**src/rtl/router_pkg.sv**
```systemverilog
// router_pkg: shared types, constants and helpers for the router fabric.
package router_pkg;

    typedef enum logic [1:0] {
        IDLE  = 2'd0,
        GRANT = 2'd1,
        FWD   = 2'd2
    } state_t;

    localparam int PKT_CNT_W = 16;

    // Round-robin pointer advance: the channel after cur, wrapping at n.
    function automatic int rr_next(input int cur, input int n);
        return (cur + 1 >= n) ? 0 : cur + 1;
    endfunction

endpackage

```
**src/rtl/router_if.sv**
```systemverilog
// router_if: input channels and the single output port of the router fabric.
// The fabric takes the slave view; a traffic source/sink takes the master view.
interface router_if #(
    parameter int NPORTS = 4,
    parameter int DATA_W = 8,
    parameter int ADDR_W = 4
);
    localparam int SRC_W = $clog2(NPORTS);

    logic [NPORTS*DATA_W-1:0] in_data;
    logic [NPORTS-1:0]        in_valid;
    logic [NPORTS-1:0]        in_last;
    logic [NPORTS-1:0]        in_ready;

    logic [DATA_W-1:0]        out_data;
    logic                     out_valid;
    logic                     out_last;
    logic                     out_ready;
    logic [ADDR_W-1:0]        out_addr;
    logic [SRC_W-1:0]         out_src;

    modport slave (
        input  in_data, in_valid, in_last, out_ready,
        output in_ready, out_data, out_valid, out_last, out_addr, out_src
    );

    modport master (
        output in_data, in_valid, in_last, out_ready,
        input  in_ready, out_data, out_valid, out_last, out_addr, out_src
    );

endinterface

```
**src/rtl/router_port_fifo.sv**
```systemverilog
// router_port_fifo: per-channel buffer holding {last, data} beats.
// Head entry is visible on rdata without a read latency so the fabric can
// forward one beat per cycle. DEPTH must be a power of two.
module router_port_fifo #(
    parameter int WIDTH = 9,
    parameter int DEPTH = 4
) (
    input  logic             clk,
    input  logic             rst,
    input  logic             push,
    input  logic [WIDTH-1:0] wdata,
    input  logic             pop,
    output logic [WIDTH-1:0] rdata,
    output logic             full,
    output logic             empty
);
    localparam int PTR_W = $clog2(DEPTH);
    localparam int CNT_W = $clog2(DEPTH) + 1;

    logic [WIDTH-1:0] mem [DEPTH];
    logic [PTR_W-1:0] wr_ptr;
    logic [PTR_W-1:0] rd_ptr;
    logic [CNT_W-1:0] count;
    logic             do_push;
    logic             do_pop;

    assign full    = (count == CNT_W'(DEPTH));
    assign empty   = (count == '0);
    assign do_push = push && !full;
    assign do_pop  = pop && !empty;
    assign rdata   = mem[rd_ptr];

    // Pointers wrap naturally at DEPTH; occupancy unchanged on push+pop.
    always_ff @(posedge clk) begin
        if (rst) begin
            wr_ptr <= '0;
            rd_ptr <= '0;
            count  <= '0;
        end else begin
            if (do_push) wr_ptr <= wr_ptr + PTR_W'(1);
            if (do_pop)  rd_ptr <= rd_ptr + PTR_W'(1);
            case ({do_push, do_pop})
                2'b10:   count <= count + CNT_W'(1);
                2'b01:   count <= count - CNT_W'(1);
                default: count <= count;
            endcase
        end
    end

    // Storage array; contents are don't-care while empty, so no reset.
    always_ff @(posedge clk) begin
        if (do_push) mem[wr_ptr] <= wdata;
    end

endmodule

```
**src/rtl/router_fabric.sv**
```systemverilog
// router_fabric: NPORTS buffered input channels, round-robin packet arbiter,
// single valid/ready output. Grant is held from header to last beat.
// Optional feature macro: ROUTER_STATS_EN enables the completed-packet
// counter on pkt_count; without it pkt_count reads zero.
//
//   state | meaning
//   IDLE  | no packet in flight, waiting for any non-empty FIFO
//   GRANT | pick channel, latch out_src and header destination
//   FWD   | stream beats from the granted FIFO until last is popped
module router_fabric
    import router_pkg::*;
#(
    parameter int NPORTS     = 4,
    parameter int DATA_W     = 8,
    parameter int ADDR_W     = 4,
    parameter int FIFO_DEPTH = 4
) (
    input  logic                 clk,
    input  logic                 rst,
    router_if.slave              bus,
    output logic                 busy,
    output logic [PKT_CNT_W-1:0] pkt_count
);
    localparam int SRC_W = $clog2(NPORTS);

    state_t              state;
    logic [SRC_W-1:0]    rr_ptr;
    logic [SRC_W-1:0]    out_src_r;
    logic [ADDR_W-1:0]   out_addr_r;
    logic [SRC_W-1:0]    sel_idx;

    logic [NPORTS-1:0]   fifo_push;
    logic [NPORTS-1:0]   fifo_pop;
    logic [NPORTS-1:0]   fifo_full;
    logic [NPORTS-1:0]   fifo_empty;
    logic [DATA_W:0]     fifo_rdata [NPORTS];

    logic [DATA_W:0]     head;
    logic                out_valid_w;
    logic                fire;

    assign head        = fifo_rdata[out_src_r];
    assign out_valid_w = (state == FWD) && !fifo_empty[out_src_r];
    assign fire        = out_valid_w && bus.out_ready;

    for (genvar g = 0; g < NPORTS; g++) begin : g_port
        assign fifo_push[g] = bus.in_valid[g] && !fifo_full[g];
        assign fifo_pop[g]  = fire && (out_src_r == SRC_W'(g));

        router_port_fifo #(
            .WIDTH (DATA_W + 1),
            .DEPTH (FIFO_DEPTH)
        ) u_fifo (
            .clk   (clk),
            .rst   (rst),
            .push  (fifo_push[g]),
            .wdata ({bus.in_last[g], bus.in_data[g*DATA_W +: DATA_W]}),
            .pop   (fifo_pop[g]),
            .rdata (fifo_rdata[g]),
            .full  (fifo_full[g]),
            .empty (fifo_empty[g])
        );
    end

    // First non-empty channel at or after rr_ptr; scanning backwards lets the
    // nearest candidate win without a priority chain of found flags.
    always_comb begin
        sel_idx = rr_ptr;
        for (int k = NPORTS - 1; k >= 0; k--) begin
            if (!fifo_empty[(int'(rr_ptr) + k) % NPORTS]) begin
                sel_idx = SRC_W'((int'(rr_ptr) + k) % NPORTS);
            end
        end
    end

    // Packet FSM: grant, header capture, and pointer advance after last beat.
    always_ff @(posedge clk) begin
        if (rst) begin
            state      <= IDLE;
            rr_ptr     <= '0;
            out_src_r  <= '0;
            out_addr_r <= '0;
        end else begin
            case (state)
                IDLE: begin
                    if (|(~fifo_empty)) state <= GRANT;
                end
                GRANT: begin
                    out_src_r  <= sel_idx;
                    out_addr_r <= fifo_rdata[sel_idx][ADDR_W-1:0];
                    state      <= FWD;
                end
                FWD: begin
                    if (fire && head[DATA_W]) begin
                        rr_ptr <= SRC_W'(rr_next(int'(out_src_r), NPORTS));
                        state  <= IDLE;
                    end
                end
                default: state <= IDLE;
            endcase
        end
    end

    assign bus.in_ready  = ~fifo_full;
    assign bus.out_valid = out_valid_w;
    assign bus.out_data  = out_valid_w ? head[DATA_W-1:0] : '0;
    assign bus.out_last  = out_valid_w && head[DATA_W];
    assign bus.out_addr  = out_addr_r;
    assign bus.out_src   = out_src_r;
    assign busy          = (state != IDLE);

`ifdef ROUTER_STATS_EN
    logic [PKT_CNT_W-1:0] pkt_cnt_r;

    // Count every packet whose last beat leaves the fabric; wraps at 16 bits.
    always_ff @(posedge clk) begin
        if (rst) begin
            pkt_cnt_r <= '0;
        end else if (fire && head[DATA_W]) begin
            pkt_cnt_r <= pkt_cnt_r + PKT_CNT_W'(1);
        end
    end

    assign pkt_count = pkt_cnt_r;
`else
    assign pkt_count = '0;
`endif

endmodule

```
**src/flat_wrapper.sv**
```systemverilog
// flat-port wrapper written by rule: the top's interface ports become plain ports
module router_fabric_flat import router_pkg::*;
#(
    parameter int NPORTS     = 4,
    parameter int DATA_W     = 8,
    parameter int ADDR_W     = 4,
    parameter int FIFO_DEPTH = 4
)
  (clk, rst, busy, pkt_count, bus_in_data, bus_in_valid, bus_in_last, bus_out_ready, bus_in_ready, bus_out_data, bus_out_valid, bus_out_last, bus_out_addr, bus_out_src);
  router_if #(.NPORTS(NPORTS), .DATA_W(DATA_W), .ADDR_W(ADDR_W)) bus_i ();
  input  logic clk;
  input  logic rst;
  output logic busy;
  output logic [PKT_CNT_W-1:0] pkt_count;
  input wire logic [$bits(bus_i.in_data)-1:0] bus_in_data;
  input wire logic [$bits(bus_i.in_valid)-1:0] bus_in_valid;
  input wire logic [$bits(bus_i.in_last)-1:0] bus_in_last;
  input wire logic [$bits(bus_i.out_ready)-1:0] bus_out_ready;
  output wire logic [$bits(bus_i.in_ready)-1:0] bus_in_ready;
  output wire logic [$bits(bus_i.out_data)-1:0] bus_out_data;
  output wire logic [$bits(bus_i.out_valid)-1:0] bus_out_valid;
  output wire logic [$bits(bus_i.out_last)-1:0] bus_out_last;
  output wire logic [$bits(bus_i.out_addr)-1:0] bus_out_addr;
  output wire logic [$bits(bus_i.out_src)-1:0] bus_out_src;
  assign bus_i.in_data = bus_in_data;
  assign bus_i.in_valid = bus_in_valid;
  assign bus_i.in_last = bus_in_last;
  assign bus_i.out_ready = bus_out_ready;
  assign bus_in_ready = bus_i.in_ready;
  assign bus_out_data = bus_i.out_data;
  assign bus_out_valid = bus_i.out_valid;
  assign bus_out_last = bus_i.out_last;
  assign bus_out_addr = bus_i.out_addr;
  assign bus_out_src = bus_i.out_src;
  router_fabric #(.NPORTS(NPORTS), .DATA_W(DATA_W), .ADDR_W(ADDR_W), .FIFO_DEPTH(FIFO_DEPTH)) u_core (.clk(clk), .rst(rst), .bus(bus_i), .busy(busy), .pkt_count(pkt_count));
endmodule
```
**config.mk**
```make
export PLATFORM = sky130hd
export DESIGN_NAME = router_fabric_flat
export DESIGN_NICKNAME = d
export VERILOG_FILES = /design/src/rtl/router_pkg.sv /design/src/rtl/router_if.sv /design/src/rtl/router_port_fifo.sv /design/src/rtl/router_fabric.sv /design/src/flat_wrapper.sv
export SDC_FILE = /design/constraint.sdc
export NUM_CORES = 1
export LEC_CHECK = 0
export ABC_AREA = 1
export CAP_MARGIN = 25
export CORE_MARGIN = 4
export CORE_UTILIZATION = 31
export CTS_CLUSTER_DIAMETER = 40
export DETAILED_ROUTE_END_ITERATION = 16
export PLACE_DENSITY = 0.58
export SLEW_MARGIN = 30
export SYNTH_ARGS = -nofsm -noshare
export SYNTH_HDL_FRONTEND = slang
export SYNTH_SLANG_ARGS = --single-unit
```
**constraint.sdc**
```tcl
create_clock -name clk -period 2.85 [get_ports clk]
set_clock_uncertainty 0.2 [all_clocks]
set_input_delay 0.57 -clock clk [delete_from_list [all_inputs] [get_ports clk]]
set_output_delay 0.57 -clock clk [all_outputs]
set_load 0.01 [all_outputs]
```
======== Word level (Yosys, flattened, before mapping) ========
Memories as Yosys holds them, arrays and structs flattened. A register that Yosys moved wholly into a read port is not among the register bits.
Index checks and enable logic that the tools add are counted.
storage, ports and cells
  flip-flop bits (word level) ............. 38
  bits in writable memories ............... 144
  bits of input ports ..................... 43
  output and inout bits ................... 37
  logic and storage cells ................. 168
  memories ................................ 4
memories
  memory                       depth  bits a word  read ports  clocked after memory_dff  wr ports  line                    text
  u_core.g_port[0].u_fifo.mem  4      9            1           1                         1         router_port_fifo.sv:20  logic [WIDTH-1:0] mem [DEPTH];
  u_core.g_port[1].u_fifo.mem  4      9            1           1                         1         router_port_fifo.sv:20
  u_core.g_port[2].u_fifo.mem  4      9            1           1                         1         router_port_fifo.sv:20
  u_core.g_port[3].u_fifo.mem  4      9            1           1                         1         router_port_fifo.sv:20
operators by class
  add/sub/neg operators ................... 20
  magnitude comparators ................... 8
  eq/ne operators ......................... 19
  mux-type cells .......................... 48
  bitwise operators ....................... 7
  reduce and logical (&&, ||, !) cells .... 46
operators with widths
  cell                                                        number
  binary-select mux 9 bit (select 2 bit)                      2
  two-way mux 2 bit                                           15
  case mux 3 bit (2 select lines)                             4
  logical AND 1 bit                                           20
  adder 2 x 1 -> 2 bit, second input constant                 9
  two-way mux 9 bit                                           2
  two-way mux 1 bit                                           16
  equality test 2 bit, second input constant                  7
  adder 3 x 1 -> 3 bit, second input constant                 4
  equality test 2 x 1 -> 1 bit, second input constant         6
  equality test 3 bit, second input constant                  4
  zero test 3 bit                                             4
  less-than comparator 3 x 4 -> 1 bit, second input constant  3
  subtractor 3 x 1 -> 3 bit, second input constant            4
  binary-select mux 1 bit (select 2 bit)                      5
  nonzero test 2 bit                                          5
  greater-or-equal comparator 3 bit, second input constant    3
  zero test 1 bit                                             9
  two-way mux 4 bit                                           2
  two-way mux 8 bit                                           1
  NOT 4 bit                                                   2
  less-than comparator 2 x 3 -> 1 bit, second input constant  2
  NOT 2 -> 3 bit                                              2
  case mux 2 bit (3 select lines)                             1
  9 further kinds                                             16

======== Logic depth before layout (Yosys ltp) ========
  word-level depth ........................ 14
  mapped depth ............................ 16

======== Hierarchy ========
A second synthesis with hierarchy kept.
unflattened totals
  cells, all modules ...................... 889
  area total of the unflattened synthesis .. 8876.0 sq um
by module, submodules not included
  module            times used  cells an instance  area an instance (sq um)  seq. area each (sq um)
  router_port_fifo  4           156                1855.5                    1261.2
  router_fabric     1           265                1453.9                    200.2

======== Worst setup path before layout ========
OpenSTA, ideal clock, no wires.
  kind .................................... register -> register
  from .................................... register u_core.out_src_r[0] (netlist: u_core.bus.out_src[0])
  to ...................................... register u_core.g_port[1].u_fifo.count[2]
  setup time .............................. 0.058 ns
  data arrival time ....................... 2.299 ns
  slack ................................... 0.293 ns
  cell stages (with the launch flop) ...... 16
  period minus slack after synthesis ...... 2.557 ns
  path through ............................ dfxtp_1 -> inv_2 -> nand2_1 -> o211ai_1 -> nand2_1 -> nand2_4 -> nor2_4 -> nand3_2 -> inv_1 -> ha_1 -> inv_1 -> fa_1 -> a21oi_1 -> o21ai_0 -> a21oi_1 -> o21a_1
on the way
  longest elaborated chain between the ends .. 9
  elaborated cells on any way between the ends .. 12
  those cells by class .................... eq/ne (3); mux (3); reduce/logical (6)
RTL lines
  what                                                                   line                    text
  from (decl)                                                            router_fabric.sv:28     logic [SRC_W-1:0] out_src_r;
  from (signal assigned)                                                 router_fabric.sv:89     out_src_r <= sel_idx;
  binary-select mux 1 bit (select 2 bit)                                 router_fabric.sv:43     assign out_valid_w = (state == FWD) && !fifo_empty[out_src_r];
  two-way mux 1 bit (not written as such)                                router_fabric.sv:43
  zero test 1 bit                                                        router_fabric.sv:43
  logical AND 1 bit                                                      router_fabric.sv:43
  logical AND 1 bit                                                      router_fabric.sv:44     assign fire = out_valid_w && bus.out_ready;
  logical AND 1 bit *                                                    router_fabric.sv:48     assign fifo_pop[g] = fire && (out_src_r == SRC_W'(g));
  logical AND 1 bit *                                                    router_port_fifo.sv:30  assign do_pop = pop && !empty;
  net u_core.g_port[1].u_fifo.do_pop                                     router_port_fifo.sv:25  logic do_pop;
  equality test 2 x 1 -> 1 bit or equality test 2 bit (tied branches)    router_port_fifo.sv:42  case ({do_push, do_pop})
  case mux 3 bit (2 select lines) or nonzero test 2 bit (tied branches)  --
  to (signal assigned)                                                   router_port_fifo.sv:43  2'b10: count <= count + CNT_W'(1);
  to (signal assigned)                                                   router_port_fifo.sv:44  2'b01: count <= count - CNT_W'(1);
  to (signal assigned)                                                   router_port_fifo.sv:45  default: count <= count;
  to (decl)                                                              router_port_fifo.sv:23  logic [CNT_W-1:0] count;
The timed path passes the listed nets; every way through them passes the cells marked *. The select of a mux whose other input is x is not followed.
A chain may end at the register's enable or synchronous reset.

==> run summary <==
Grt ovf - 0
Antenna viol nets, final - 0
R2R cell count - 16
Largest net degree at the start of global routing - 43
Crit-path slowest cell - dfxtp_4
Core Box Area - 0.02695 mm²
Top cells by area, synth - edfxtp_1 51%, dfxtp_1 11%, nand2_1 7.3%
Drt total wl - 19870 µm
Number of inserted diodes - 0
CTS sink cnt - 190
Final setup violation count - 0
Pleak - 4.296 nW
Standard-cell rows - 60
MaxCap Viol Count - 0
CP max stage delay - 0.38 ns
Status - completed
CP delay by family, top - compound AO/OA/AOI/OAI gates
Worst slew pin tran - 0.8538 ns
Final setup margin - 0.05856 ns
Yosys synthesis warning count - 0
Max_slew headroom - 0.4308
DP HPWL - 14190 µm
Critical Path, Cell by Cell - buf_6, a21oi_1, a221oi_2, buf_4, a211oi_1, a211oi_2, clkdlybuf4s15_2
Post-synth cell types - 39
H-tree levels - 4
Peak VDD IR - 0.3775 mV
DRT Pass-1 Iters - 5
Clock-pin slew on the worst setup and hold paths - 0.08 ns
Die span in x - 173.6 µm
IO Count - 80
Number of global-route vias before repair - 5640
Hold path endpoint - u_core.g_port[2].u_fifo.count[0]$_SDFFE_PP0P_
FF-to-FF End - u_core.g_port[0].u_fifo.count[2]$_SDFFE_PP0P_
Crit share post-route - 0.9795
Unrepaired setup endpoints after global routing - yes
Setup crit end kind - primary output
# nets final - 1007
Initial antenna violation count - 1
Clock buffer depth - 2
Syn Inst Count - 785
DRC - 0
FILL cells - 2561
Routability cong. - 0.8199
Tmin final - 2.791 ns
Vias - 6048
GRT Overall Usage - 0.1289
CP arrival - 2.02 ns
Hold crit path type - reg2reg
Max Slew Vio Count - 0
CTS tree - yes
Seq/Total Area, Yosys - 0.6167
WS Path Type - reg2out
DR WL/cell - 15.41 µm
CTS Buf Count - 17
#FFs+latches synth - 190
Pwr/cell area - 597.4 mW/mm²
Min-delay src - u_core.g_port[2].u_fifo.count[0]$_SDFFE_PP0P_
Crit start category - flop
First-pass GRT wire length - 30400 µm
Die H - 173.6 µm
Root Driver - clkbuf_16
Setup slack, reg-to-reg - 0.18 ns
WHS Path Cells - 2
Non-filler cells, final - 1289
Avg Cell Area, Syn - 10.83 µm²
Yosys top cell by area - edfxtp_1
Area of the mapped netlist - 0.008504 mm²
Area grow syn2layout - 27.44%
Fmax - 358.2 MHz
Multi-input combinational cell area - 0.002874 mm²
Die Footprint - 0.03015 mm²
Layout cells sized above 1 - 0.2205
WP data required - 2.08 ns
Setup WS pre-CTS - -0.1499 ns
FF/Latch Area - 0.005270 mm²
Vias per inst - 4.692
Final Hold Viols - 0
Iter 0 DRT Violations - 495
Post-Place Cells - 1240
Buffer and inverter count on the worst path - 3
Clock Latency Late Sink - 0.43 ns
Reg-to-Reg Start - u_core.bus.out_src[0]$_SDFFE_PP0N_
Worst Path Max Fanout - 4
Top-area cell type share of the netlist area - 0.5085
Port buffer count - 63
Starting Density - 0.3156
## cell usage after synthesis, drive strengths merged
cell and count:
o21a 4, dfxtp 46, fa 4, nor3 3
nor2 52, conb 1, xnor2 5, o211ai 2
a32o 16, a22oi 12, nor4 1, a21oi 75
a221oi 4, nand3 54, ha 25, buf 32
o21ai 6, nor3b 8, clkbuf 10, clkinv 1
mux2i 3, edfxtp 144, o21bai 4, a32oi 4
nand2 170, a211oi 17, inv 82
## cell type report
type / instances / share of cell area
well taps: 341 / 0.03937
flip-flops and latches: 190 / 0.4863
repair buffers: 158 / 0.1251
multi-input cells: 485 / 0.2652
inverters: 83 / 0.03071
clock buffers: 17 / 0.03925
clock inverters: 15 / 0.01408
## per-layer routing
layer | up-vias | wire length (µm) | GRT usage
li1 | 3000 | - | -
met1 | 2891 | 9123 | 0.1719
met2 | 139 | 9621 | 0.2103
met3 | 16 | 906 | 0.03184
met4 | 2 | 204 | 0.03596
met5 | - | 12 | 0
## cell usage in the layout, fill, tap and decap left out, types with 5 or more instances in the layout
cell / netlist / final
a211oi_1: 17 / 12
a211oi_2: 0 / 5
a21oi_1: 75 / 70
a21oi_2: 0 / 5
a22oi_1: 12 / 8
a32o_1: 16 / 15
buf_4: 17 / 86
buf_6: 1 / 7
clkbuf_16: 0 / 17
clkbuf_2: 0 / 6
clkdlybuf4s50_1: 0 / 52
clkinvlp_4: 0 / 5
conb_1: 1 / 16
dfxtp_1: 46 / 32
dfxtp_2: 0 / 11
edfxtp_1: 144 / 144
ha_1: 25 / 25
inv_1: 74 / 70
inv_2: 7 / 6
nand2_1: 165 / 163
nand3_1: 48 / 48
nand3_2: 5 / 5
nor2_1: 43 / 43
nor2_4: 5 / 6
nor3b_1: 8 / 8
## through the flow
step,utilization,hold slack (ns),cell area [µm²],power [mW],setup TNS [ns]
after global routing,0.4021,0.3159,10840,6.759,-0.05668
after global placement,0.3704,0.2779,9982,4.145,-0.2208
after floorplan,-,0.2609,8561,3.769,0
after CTS,0.3972,0.3055,10700,6.499,0
after detailed placement,0.3704,0.2910,9982,4.155,-0.2206
final,0.4021,0.2843,10840,6.474,0
## how the worst max path moves through the flow
| stage | end | slack, ns | cells after the start |
|---|---|---|---|
| final | bus_out_data[4] | 0.06 | 7 |
| after global routing | u_core.g_port[1].u_fifo.count[2]$_SDFFE_PP0P_ | -0.05 | 16 |
| after CTS | bus_out_data[1] | 0.002 | 9 |
| after detailed placement | bus_out_data[4] | -0.15 | 7 |
| after global placement | bus_out_data[4] | -0.11 | 7 |
| after floorplan | u_core.g_port[1].u_fifo.count[2]$_SDFFE_PP0P_ | 0.29 | 15 |
## kinds of logic after synthesis
family / count (synthesis) / share of synthesized area
other: 1 / 0.0004409
AOI/OAI and AO/OA: 144 / 0.1092
adders and majority gates: 29 / 0.04620
DFF: 190 / 0.6167
and+or+nand+nor: 288 / 0.1526
xor gates and xnor gates: 5 / 0.006032
buffers and inverters: 125 / 0.06532
muxes: 3 / 0.003531
## flip-flops by register name, summed over array words and instances, names as in the netlist, named ones only
name                         flops
u_core.g_port.u_fifo.wr_ptr      8
u_core.g_port.u_fifo.count      12
u_core.g_port.u_fifo.rd_ptr      8
u_core.g_port.u_fifo.mem       144
u_core.bus.out_src               2
u_core.state                     2
u_core.bus.out_addr              4
u_core.rr_ptr                    2
## worst register-to-register path, delay by kind of cell (launching register included)
family                   cells  cell delay [ns]
AO/OA/AOI/OAI                5             0.59
adder cells (fa/ha/maj)      2             0.47
buffers and inverters        4             0.39
flip-flops                   1             0.37
AND/OR/NAND/NOR              5             0.59
## where the power goes
group | switching, mW | leakage [nW] | internal (mW)
Sequential | 0.0680 | 1.70 | 3.12
Combinational | 0.567 | 2.32 | 0.384
Clock | 1.10 | 0.274 | 1.23
## what timing repair did
item / 4_1_cts / 5_1_grt
gates resized for setup: 49 / 45
cloned: 0 / 0
buffers inserted: 7 / 10
hold buffers: 0 / 0
setup endpoints to repair: 10 / 13
pin swaps: 4 / 15
Note: power is estimated with default switching activity, not from simulation.
